--- src/rtl/instr_encoder.sv ---
// instr_encoder: program-loading block. Accepts one symbolic instruction per
// valid/ready handshake, packs it into a 32-bit instruction word and writes the
// words sequentially into instruction memory starting at address 0.
//
// Ports:
//   clk, rst              clock, synchronous active-high reset
//   in_valid / in_ready   request handshake
//   mnem, rs, rt, rd      mnemonic and register fields
//   imm, target           immediate / branch offset, jump target
//   finish                closes the program (with a handshake or while idle)
//   mem_we/addr/wdata     instruction memory write port
//   count, full           words written, capacity reached
//   done                  program closed (terminal until rst)
//   overflow              sticky: request seen while full and not done
module instr_encoder #(
  parameter int unsigned DEPTH  = 64,
  parameter int unsigned ADDR_W = 6
) (
  input  logic              clk,
  input  logic              rst,
  input  logic              in_valid,
  output logic              in_ready,
  input  logic [3:0]        mnem,
  input  logic [4:0]        rs,
  input  logic [4:0]        rt,
  input  logic [4:0]        rd,
  input  logic [15:0]       imm,
  input  logic [25:0]       target,
  input  logic              finish,
  output logic              mem_we,
  output logic [ADDR_W-1:0] mem_addr,
  output logic [31:0]       mem_wdata,
  output logic [ADDR_W:0]   count,
  output logic              full,
  output logic              done,
  output logic              overflow
);

  localparam int unsigned CNT_W = ADDR_W + 1;

  localparam logic [1:0] ST_IDLE  = 2'd0;
  localparam logic [1:0] ST_WRITE = 2'd1;
  localparam logic [1:0] ST_DONE  = 2'd2;

  localparam logic [CNT_W-1:0]  CNT_FULL  = CNT_W'(DEPTH);
  localparam logic [ADDR_W-1:0] ADDR_LAST = ADDR_W'(DEPTH - 1);

  logic [1:0]        state_q, state_d;
  logic              fin_pend_q, fin_pend_d;
  logic              in_ready_q, in_ready_d;
  logic              mem_we_q, mem_we_d;
  logic [ADDR_W-1:0] mem_addr_q, mem_addr_d;
  logic [31:0]       mem_wdata_q, mem_wdata_d;
  logic [CNT_W-1:0]  count_q, count_d;
  logic              full_q, full_d;
  logic              done_q, done_d;
  logic              overflow_q, overflow_d;
  logic [31:0]       enc_word;

  // Instruction packing: R-type (opcode 0 + funct), I-type, J-type.
  always_comb begin : encode
    enc_word = '0;
    case (mnem)
      4'd0:  enc_word = {6'h00, rs, rt, rd, 5'd0, 6'h20};     // add
      4'd1:  enc_word = {6'h00, rs, rt, rd, 5'd0, 6'h22};     // sub
      4'd2:  enc_word = {6'h00, rs, rt, rd, 5'd0, 6'h24};     // and
      4'd3:  enc_word = {6'h00, rs, rt, rd, 5'd0, 6'h25};     // or
      4'd4:  enc_word = {6'h00, rs, rt, rd, 5'd0, 6'h2A};     // slt
      4'd5:  enc_word = {6'h00, rs, 5'd0, 5'd0, 5'd0, 6'h08}; // jr: rt = rd = 0
      4'd6:  enc_word = {6'h00, 5'd0, 5'd0, rd, 5'd0, 6'h10}; // mfhi: rs = rt = 0
      4'd7:  enc_word = {6'h00, 5'd0, 5'd0, rd, 5'd0, 6'h12}; // mflo: rs = rt = 0
      4'd8:  enc_word = {6'h01, rs, rt, imm};                 // addi
      4'd9:  enc_word = {6'h02, rs, rt, imm};                 // slti
      4'd10: enc_word = {6'h03, rs, rt, imm};                 // lw
      4'd11: enc_word = {6'h04, rs, rt, imm};                 // sw
      4'd12: enc_word = {6'h05, rs, rt, imm};                 // beq
      4'd13: enc_word = {6'h06, rs, rt, imm};                 // bne
      4'd14: enc_word = {6'h07, target};                      // j
      4'd15: enc_word = {6'h08, target};                      // jal
    endcase
  end

  // Next-state and registered-output logic.
  always_comb begin : next_state
    state_d     = state_q;
    fin_pend_d  = fin_pend_q;
    mem_we_d    = 1'b0;
    mem_addr_d  = mem_addr_q;
    mem_wdata_d = mem_wdata_q;
    count_d     = count_q;
    overflow_d  = overflow_q;

    case (state_q)
      ST_IDLE: begin
        if (in_valid && full_q) begin
          overflow_d = 1'b1;
        end
        if (in_valid && in_ready_q) begin
          state_d     = ST_WRITE;
          mem_we_d    = 1'b1;
          mem_wdata_d = enc_word;
          fin_pend_d  = finish;
        end else if (finish) begin
          state_d = ST_DONE;
        end
      end
      ST_WRITE: begin
        count_d = count_q + CNT_W'(1);
        // Address saturates at the last word; full blocks further writes.
        if (mem_addr_q != ADDR_LAST) begin
          mem_addr_d = mem_addr_q + ADDR_W'(1);
        end
        state_d    = fin_pend_q ? ST_DONE : ST_IDLE;
        fin_pend_d = 1'b0;
      end
      ST_DONE: begin
        state_d = ST_DONE;
      end
      default: begin
        state_d = ST_IDLE;
      end
    endcase

    full_d     = (count_d == CNT_FULL);
    done_d     = (state_d == ST_DONE);
    // Ready is registered, so it is computed from the state being entered.
    in_ready_d = (state_d == ST_IDLE) && !full_d;
  end

  always_ff @(posedge clk) begin : regs
    if (rst) begin
      state_q     <= ST_IDLE;
      fin_pend_q  <= 1'b0;
      in_ready_q  <= 1'b1;
      mem_we_q    <= 1'b0;
      mem_addr_q  <= '0;
      mem_wdata_q <= '0;
      count_q     <= '0;
      full_q      <= 1'b0;
      done_q      <= 1'b0;
      overflow_q  <= 1'b0;
    end else begin
      state_q     <= state_d;
      fin_pend_q  <= fin_pend_d;
      in_ready_q  <= in_ready_d;
      mem_we_q    <= mem_we_d;
      mem_addr_q  <= mem_addr_d;
      mem_wdata_q <= mem_wdata_d;
      count_q     <= count_d;
      full_q      <= full_d;
      done_q      <= done_d;
      overflow_q  <= overflow_d;
    end
  end

  assign in_ready  = in_ready_q;
  assign mem_we    = mem_we_q;
  assign mem_addr  = mem_addr_q;
  assign mem_wdata = mem_wdata_q;
  assign count     = count_q;
  assign full      = full_q;
  assign done      = done_q;
  assign overflow  = overflow_q;

endmodule
--- config.mk ---
export PLATFORM = sky130hd
export DESIGN_NAME = instr_encoder
export DESIGN_NICKNAME = d
export VERILOG_FILES = /design/src/rtl/instr_encoder.sv
export SDC_FILE = /design/constraint.sdc
export NUM_CORES = 1
export LEC_CHECK = 0
export CAP_MARGIN = 20
export CELL_PAD_IN_SITES_DETAIL_PLACEMENT = 0
export CELL_PAD_IN_SITES_GLOBAL_PLACEMENT = 1
export CORE_ASPECT_RATIO = 1.25
export CORE_MARGIN = 3
export CORE_UTILIZATION = 31
export CTS_CLUSTER_SIZE = 30
export DETAILED_ROUTE_END_ITERATION = 10
export PLACE_DENSITY = 0.91
export SLEW_MARGIN = 20
export SYNTH_ARGS = -nofsm -noshare
export SYNTH_HDL_FRONTEND = slang
export SYNTH_SLANG_ARGS = --single-unit
--- constraint.sdc ---
create_clock -name clk -period 2.3 [get_ports clk]
set_clock_uncertainty 0.1 [all_clocks]
set_input_delay 0.46 -clock clk [delete_from_list [all_inputs] [get_ports clk]]
set_output_delay 0.46 -clock clk [all_outputs]
set_load 0.05 [all_outputs]
==> flow_summary.json, run 1 <==
{
  "track_usage_pct": 14.9,
  "hold_path.class": "reg -> reg",
  "avgSynthCellArea_sq_um": 8.81,
  "row_count": 35,
  "clkSlewWorstSetupHoldPaths_ps": 100,
  "pwr_density_cell_mw_per_mm2": 590,
  "drive_gt1_share_pct": 7.97,
  "critPathMaxFanout": 7,
  "reg2reg_from": "count[0]$_SDFF_PP0_",
  "slew_viol_final": 0,
  "initial_core_util_pct": 32.3,
  "n_antenna_cell": 0,
  "antenna_found_initial": 0,
  "dp_hpwl_mm": 5.34,
  "yosys_warnings": 0,
  "post_cts_buffers": 0,
  "worst_pin_slew_ps": 551,
  "timing.fmax_mhz": 459,
  "clk_latency_ps": 300,
  "ctsHtreeMaxLevel": 2,
  "hold_viol_final": 0,
  "synthArstFlopShare_pct": 0,
  "max_stage_delay_ps": 850,
  "cts_resized": 0,
  "cts_buffer_depth": 2,
  "routedWlPerCell_um": 14.1,
  "vias_per_cell": 5.04,
  "grt_pass1_vias": 2292,
  "hp-start": "mem_wdata[9]$_SDFFE_PP0P_",
  "crit_path_end_kind": "output pin",
  "syn_inst": 275,
  "leakage_uw": 0.00142,
  "setup_viol": 0,
  "ys_seq_elements": 51,
  "numPortBuffers": 112,
  "postRouteWirelength_mm": 6.79,
  "pin_count": 115,
  "die_w_um": 85.1,
  "cts_tree": "built",
  "finalCritPeriodShare_pct": 94.8,
  "fin_crit_ps": 2180,
  "relSlewSlack_pct": 63.1,
  "grt_overflow": 0,
  "dr_total_vias": 2422,
  "path_class": "reg -> out",
  "cts_hold_buffers": 0,
  "n_fill_cell": 717,
  "grt_max_degree": 37,
  "synth_edf_count": 0,
  "maxCapViolations": 0,
  "fp.dieArea_sq_mm": 0.00892,
  "grt_first_pass_wirelength_mm": 10.8,
  "crit_buf_inv": 1,
  "critPathTopFamily": "buffers and inverters",
  "cts_buffers": 5,
  "yosysSeqAreaShare_pct": 42.1,
  "final_nets": 455,
  "crit_start": "count[2]$_SDFF_PP0_",
  "ant_nets": 0,
  "p_total_uw": 2230,
  "ys_types": 54,
  "syn_area_sq_mm": 0.00242,
  "drcViolationCount": 0,
  "numClockSinks": 51,
  "cts_root_buffer": "clkbuf_8",
  "die_h_um": 105,
  "cp.arrival_ps": 1620,
  "whs_ps": 352,
  "rsz0062_at_grt": "false",
  "yosys-top-cells-area": "dfxtp_1 42%, nand2_1 5.1%, nor2_1 4.5%, mux2i_1 3.7%, o21ai_1 3.1%",
  "synth_ff_type": "dfxtp_1",
  "gp_congestion": 0.844,
  "drt_iter0_drc": 77,
  "cp_cell_sequence": "clkdlybuf4s50_1",
  "drt_first_pass_iters": 4,
  "ir_drop_v": 0.000362,
  "slowest_stage": "clkdlybuf4s50_1",
  "crit_required_ps": 1740,
  "synth_top_area_cell": "dfxtp_1",
  "area_delta_synth_final_pct": 55.9,
  "synth_top_area_share_pct": 42.1,
  "start_kind": "flip-flop",
  "outcome": "finished, final reports clean",
  "fin_tns_setup_ps": 0,
  "coreArea_sq_mm": 0.00749
}
## report_power, final
group	internal, uW	switching, uW
combinational	273	355
sequential	935	34.5
clock	324	307
total	1530	696
## metrics by stage
step                worst slack, ps  cell area [sq um]  cells  util (%)
floorplan                       359               2430    276         -
global placement                170               3660    473      48.9
detailed placement              140               3660    473      48.9
CTS                            98.0               3780    481      50.4
global route                   67.2               3780    481      50.4
finish                          120               3780    481      50.4
## state kept, by name, summed over array words and instances, names as in the netlist
register	count
full	1
state_q	2
mem_we	1
mem_wdata	30
count	7
fin_pend_q	1
in_ready	1
mem_addr	6
overflow	1
done	1
## layout by cell type, fill, tap and decap left out, types with 8 or more instances in the layout
master / n
clkdlybuf4s50_1: 112
dfxtp_1: 51
nand2_1: 33
nor2_1: 29
o21ai_1: 15
nand3_1: 13
buf_4: 12
mux2i_1: 9
a21oi_1: 8
nor3_1: 8
## logic make-up (layout without fill, tap and decap cells)
kind of cell / Yosys count / count (layout) / synth area share (%)
compound gates: 61 / 61 / 18.2
xor+xnor: 13 / 13 / 4.70
fa+ha+maj: 2 / 2 / 1.03
buf+inv: 26 / 139 / 5.42
flops: 51 / 51 / 42.1
mux: 12 / 12 / 5.11
other cells: 1 / 2 / 0.155
simple gates: 109 / 109 / 23.2
## worst paths after layout
path / to / slack (ps) / depth (start not counted)
hold reg to reg: mem_wdata[9]$_SDFFE_PP0P_ / 350 / 2
hold / removal: mem_wdata[9]$_SDFFE_PP0P_ / 350 / 2
setup / recovery: count[2] / 120 / 1
setup reg to reg: full$_SDFF_PP0_ / 610 / 5
## synthesized netlist by cell type (7+ instances only)
cell type,instances
nand3_1,13
nor3_1,8
dfxtp_1,51
nand2_1,33
clkbuf_1,7
mux2i_1,9
o21ai_1,15
nor2_1,29
a21oi_1,8
xnor2_1,7
## worst register-to-register path: cells and delay by family (launching register included)
family / cells / cell delay [ps]
adder cells (fa/ha/maj): 1 / 230
flip-flops: 1 / 440
AO/OA/AOI/OAI: 2 / 340
AND/OR/NAND/NOR: 2 / 490
## layout make-up
class	instances	area, sq um	area share [%]
Sequential cell	51	1020	27.0
Multi-Input combinational cell	199	1270	33.7
Tap cell	92	115	3.05
Timing Repair Buffer	125	1230	32.6
Inverter	6	22.5	0.596
Clock inverter	3	43.8	1.16
Clock buffer	5	68.8	1.82
## per-layer routing
| metal | routed length, um | vias up | part of all wire (%) | global-route usage (%) |
|---|---|---|---|---|
| met4 | 208 | 0 | 3.1 | 6.33 |
| met5 | 0 | - | 0 | 0 |
| met1 | 2750 | 1102 | 40 | 17.6 |
| li1 | - | 1206 | - | - |
| met2 | 3370 | 95 | 50 | 25.3 |
| met3 | 464 | 19 | 6.8 | 3.63 |
Note: power is estimated with default switching activity, not from simulation.
==> run 2, diff against run 1 <==
Settings changed: CELL_PAD_IN_SITES_DETAIL_PLACEMENT 0 to unset, CELL_PAD_IN_SITES_GLOBAL_PLACEMENT 1 to unset, CORE_UTILIZATION 31 to 45, CTS_BUF_LIST set to sky130_fd_sc_hd__clkbuf_8, PLACE_DENSITY 0.91 to 0.93.
==> run 2 against run 1 <==
Cell count shrank 6.7%; core utilization grew 22 points; cell area shrank 1.9%; routed wire length grew 3.0%; combinational power is essentially flat; first-iteration DRC count grew 130%; critical path type unchanged.
==> flow_summary.json, run 2 (synthesis gave the netlist of run 1 again) <==
{
  "start_kind": "flip-flop",
  "hold_path.class": "reg -> reg",
  "dp_hpwl_mm": 5.38,
  "routedWlPerCell_um": 15.6,
  "r2r_slack_ps": 460,
  "dr_total_vias": 2446,
  "path_class": "reg -> out",
  "relSlewSlack_pct": 58.6,
  "crit_path_end_kind": "output pin",
  "use_met3_pct": 5.17,
  "numClockSinks": 51,
  "rsz0062_at_grt": "false",
  "ctsHtreeMaxLevel": 2,
  "row_count": 29,
  "gp_congestion": 0.827,
  "p_seq_share_pct": 45.9,
  "grt_pass1_vias": 2339,
  "crit_buf_inv": 1,
  "clk_latency_ps": 300,
  "cts_buffers": 5,
  "n_antenna_cell": 0,
  "cts_hold_buffers": 0,
  "post_cts_buffers": 0,
  "leakage_uw": 0.00140,
  "fin_crit_ps": 2160,
  "cts_resized": 0,
  "cp_cell_sequence": "clkdlybuf4s50_1",
  "r2r_cells": 4,
  "worst_pin_slew_ps": 620,
  "clockPowerShare_pct": 24.3,
  "drcViolationCount": 0,
  "power.internal_uw": 1440,
  "die_h_um": 88.0,
  "netSwitchingPower_uw": 671,
  "critPathTopFamily": "buffers and inverters",
  "layout_common_cells": "112 x clkdlybuf4s50_1, 51 x dfxtp_1, 33 x nand2_1, 29 x nor2_1, 15 x o21ai_1",
  "max_stage_delay_ps": 850,
  "drt_iter0_drc": 176,
  "slew_viol_final": 0,
  "pre_cts_slack_ps": 131,
  "p_total_uw": 2120,
  "ant_nets": 0,
  "swShare_pct": 31.7,
  "largest_reg_flops": 30,
  "cts_buffer_depth": 2,
  "setup_viol": 0,
  "finalCritPeriodShare_pct": 93.9,
  "grt_max_degree": 38,
  "clkSlewWorstSetupHoldPaths_ps": 90,
  "vias_per_cell": 5.45,
  "met1_usage_pct": 26.7,
  "post-route-util_pct": 71.9,
  "crit_end": "count[2]",
  "maxCapViolations": 0,
  "fin_tns_setup_ps": 0,
  "grt_most_used_layer": "met2",
  "slowest_stage": "clkdlybuf4s50_1",
  "hp-start": "mem_wdata[3]$_SDFFE_PP0P_",
  "crit_required_ps": 1740,
  "postRouteWirelength_mm": 6.99,
  "final_nets": 454,
  "whs_ps": 353,
  "track_usage_pct": 21.9,
  "numPortBuffers": 112,
  "die_w_um": 71.6,
  "met2_usage_pct": 38.5,
  "layout_setup_ws_ps": 141,
  "hold_viol_final": 0,
  "combinationalPowerShare_pct": 29.7,
  "cp.arrival_ps": 1600,
  "pwr_density_cell_mw_per_mm2": 571,
  "antenna_found_initial": 0,
  "critPathMaxFanout": 7,
  "final_common_cell": "clkdlybuf4s50_1",
  "timing.fmax_mhz": 463,
  "coreArea_sq_mm": 0.00515,
  "initial_core_util_pct": 47.0,
  "crit_start": "count[2]$_SDFF_PP0_",
  "cp_num_cells": 1,
  "drt_first_pass_iters": 4,
  "outcome": "finished, final reports clean",
  "grt_overflow": 0,
  "ir_drop_v": 0.000292,
  "area_delta_synth_final_pct": 53.0,
  "fp.dieArea_sq_mm": 0.00630,
  "cts_tree": "built",
  "grt_first_pass_wirelength_mm": 11.0,
  "reg2reg_from": "state_q[0]$_SDFF_PP0_",
  "r2r-end": "full$_SDFF_PP0_",
  "cts_root_buffer": "clkbuf_8",
  "pin_count": 115,
  "drive_gt1_share_pct": 7.49
}
## run 2: area by class of cell
cell class	count	area [sq um]
fill	418	1450
multi-input combinational	199	1270
timing repair buffer	124	1220
sequential	51	1020
clock buffer	6	82.6
tap	62	77.6
inverter	6	22.5
clock inverter	1	5.00
## run 2: routing by layer
layer	wire [um]	vias up	share of wire, %
li1	-	1200	-
met1	2850	1152	41
met2	3660	90	52
met3	440	4	6.3
met4	42	0	0.60
met5	0	-	0
## run 2: per-stage QoR
step	instance area [sq um]	std cells
global route	3710	449
detailed placement	3620	442
global placement	3620	442
floorplan	2430	276
CTS	3710	449
finish	3710	449
## run 2: worst min-delay path by stage
| stage | to | slack, ps | cells past startpoint |
|---|---|---|---|
| after floorplan | fin_pend_q$_SDFFE_PP0P_ | 350 | 2 |
| after global placement | mem_wdata[4]$_SDFFE_PP0P_ | 330 | 2 |
| after detailed placement | mem_wdata[4]$_SDFFE_PP0P_ | 340 | 2 |
| after CTS | mem_wdata[3]$_SDFFE_PP0P_ | 360 | 2 |
| after global routing | mem_wdata[28]$_SDFFE_PP0P_ | 380 | 2 |
| final | mem_wdata[3]$_SDFFE_PP0P_ | 350 | 2 |
## run 2: power by group through the flow
stage / clock network (uW) / registers (uW) / logic, uW
after floorplan: 0 / 1150 / 204
after global placement: 0 / 989 / 618
after detailed placement: 0 / 992 / 628
after CTS: 531 / 972 / 631
after global routing: 567 / 979 / 666
final: 515 / 972 / 629
==> run 3, diff against run 2 <==
Settings changed: DONT_BUFFER_PORTS set to 1, PLACE_DENSITY 0.93 to 0.66.
==> run 3 against run 2 <==
Critical path depth increased by 3; clock-buffer cell count stayed put; setup slack improved by 430 ps; fmax rose by 25%.
==> flow_summary.json, run 3 (synthesis gave the netlist of run 1 again) <==
{
  "drive_gt1_share_pct": 11.5,
  "largest_reg_flops": 30,
  "fp.dieArea_sq_mm": 0.00630,
  "cp.arrival_ps": 1840,
  "start_kind": "flip-flop",
  "routedWlPerCell_um": 17.1,
  "postRouteWirelength_mm": 5.83,
  "outcome": "finished, final reports clean",
  "grt_overflow": 0,
  "p_seq_share_pct": 58.8,
  "slew_viol_final": 0,
  "layout_common_cells": "51 x dfxtp_1, 33 x nand2_1, 29 x nor2_1, 15 x o21ai_1, 14 x buf_4",
  "ctsHtreeMaxLevel": 2,
  "worst_pin_slew_ps": 603,
  "r2r_slack_ps": 570,
  "rsz0062_at_grt": "false",
  "relSlewSlack_pct": 59.7,
  "path_class": "reg -> reg",
  "grt_max_degree": 38,
  "combinationalPowerShare_pct": 12.5,
  "die_h_um": 88.0,
  "drt_first_pass_iters": 4,
  "crit_required_ps": 2410,
  "critPathMaxFanout": 6,
  "pwr_density_cell_mw_per_mm2": 735,
  "r2r_cells": 4,
  "row_count": 29,
  "coreArea_sq_mm": 0.00515,
  "cts_root_buffer": "clkbuf_8",
  "drt_iter0_drc": 57,
  "cts_tree": "built",
  "track_usage_pct": 18.4,
  "clockPowerShare_pct": 28.7,
  "fin_tns_setup_ps": 0,
  "swShare_pct": 33.1,
  "maxCapViolations": 0,
  "setup_viol": 0,
  "cts_resized": 0,
  "vias_per_cell": 5.87,
  "hold_path.class": "in -> reg",
  "whs_ps": 113,
  "netSwitchingPower_uw": 632,
  "clk_latency_ps": 300,
  "finalCritPeriodShare_pct": 75.2,
  "fin_crit_ps": 1730,
  "die_w_um": 71.6,
  "initial_core_util_pct": 47.0,
  "final_common_cell": "dfxtp_1",
  "hp-start": "rst",
  "grt_first_pass_wirelength_mm": 9.34,
  "gp_congestion": 0.781,
  "n_antenna_cell": 0,
  "final_nets": 344,
  "dp_hpwl_mm": 4.31,
  "ir_drop_v": 0.000364,
  "grt_pass1_vias": 1955,
  "hold_viol_final": 0,
  "pin_count": 115,
  "drcViolationCount": 0,
  "timing.fmax_mhz": 578,
  "clkSlewWorstSetupHoldPaths_ps": 100,
  "post_cts_buffers": 0,
  "area_delta_synth_final_pct": 7.28,
  "antenna_found_initial": 0,
  "ant_nets": 0,
  "numPortBuffers": 0,
  "numClockSinks": 51,
  "leakage_uw": 0.000993,
  "power.internal_uw": 1280,
  "cts_hold_buffers": 0,
  "cts_buffer_depth": 2,
  "hold_depth": 1,
  "reg2reg_from": "mem_addr[2]$_SDFFE_PP0P_",
  "min_to": "mem_wdata[0]$_SDFFE_PP0P_",
  "dr_total_vias": 1995,
  "crit_path_end_kind": "flip-flop",
  "cts_buffers": 5,
  "r2r-end": "mem_addr[1]$_SDFFE_PP0P_"
}
-- run 3: layout make-up --
| cell class | count | area, sq um |
|---|---|---|
| clock buffer | 6 | 82.6 |
| clock inverter | 2 | 16.3 |
| fill | 517 | 2550 |
| inverter | 6 | 22.5 |
| multi-input combinational | 199 | 1270 |
| sequential | 51 | 1020 |
| tap | 62 | 77.6 |
| timing repair buffer | 14 | 105 |
-- run 3: power groups by stage --
| stage | Combinational (uW) | Sequential, uW | Clock, uW |
|---|---|---|---|
| after floorplan | 204 | 1150 | 0 |
| after global placement | 237 | 1140 | 0 |
| after detailed placement | 241 | 1140 | 0 |
| after CTS | 242 | 1120 | 576 |
| after global routing | 269 | 1130 | 598 |
| final | 239 | 1120 | 549 |
-- run 3: worst max-delay path by stage --
stage | slack [ps] | to | cells past startpoint | from
final | 570 | mem_addr[1]$_SDFFE_PP0P_ | 4 | mem_addr[2]$_SDFFE_PP0P_
after global routing | 420 | mem_addr[1]$_SDFFE_PP0P_ | 4 | mem_addr[2]$_SDFFE_PP0P_
after CTS | 560 | mem_addr[1]$_SDFFE_PP0P_ | 4 | mem_addr[2]$_SDFFE_PP0P_
after detailed placement | 580 | mem_addr[1]$_SDFFE_PP0P_ | 4 | mem_addr[2]$_SDFFE_PP0P_
after global placement | 610 | mem_addr[1]$_SDFFE_PP0P_ | 4 | mem_addr[2]$_SDFFE_PP0P_
after floorplan | 360 | full$_SDFF_PP0_ | 5 | count[0]$_SDFF_PP0_
-- run 3: stage by stage --
step                      utilization (%)  cells  area, sq um  power [uW]  setup slack [ps]
after floorplan                         -    276         2430        1360               359
after global placement               48.5    332         2500        1380               610
after detailed placement             48.5    332         2500        1390               583
after CTS                            50.4    340         2600        1940               558
after global routing                 50.4    340         2600        2000               419
final                                50.4    340         2600        1910               570
-- run 3: critical path: stages, from the launching register on --
cell,delay [ps]
dfxtp_1,720
nand3_1,210
o21ai_1,330
mux2i_1,230
nor2_1,50
-- run 3: layer usage --
| metal | track usage, % | part of all wire [%] | up-vias |
|---|---|---|---|
| met5 | 0 | 0 | - |
| met4 | 6.15 | 0.76 | 0 |
| met3 | 7.23 | 9.9 | 4 |
| met2 | 31.9 | 52 | 84 |
| met1 | 20.4 | 38 | 928 |
| li1 | - | - | 979 |
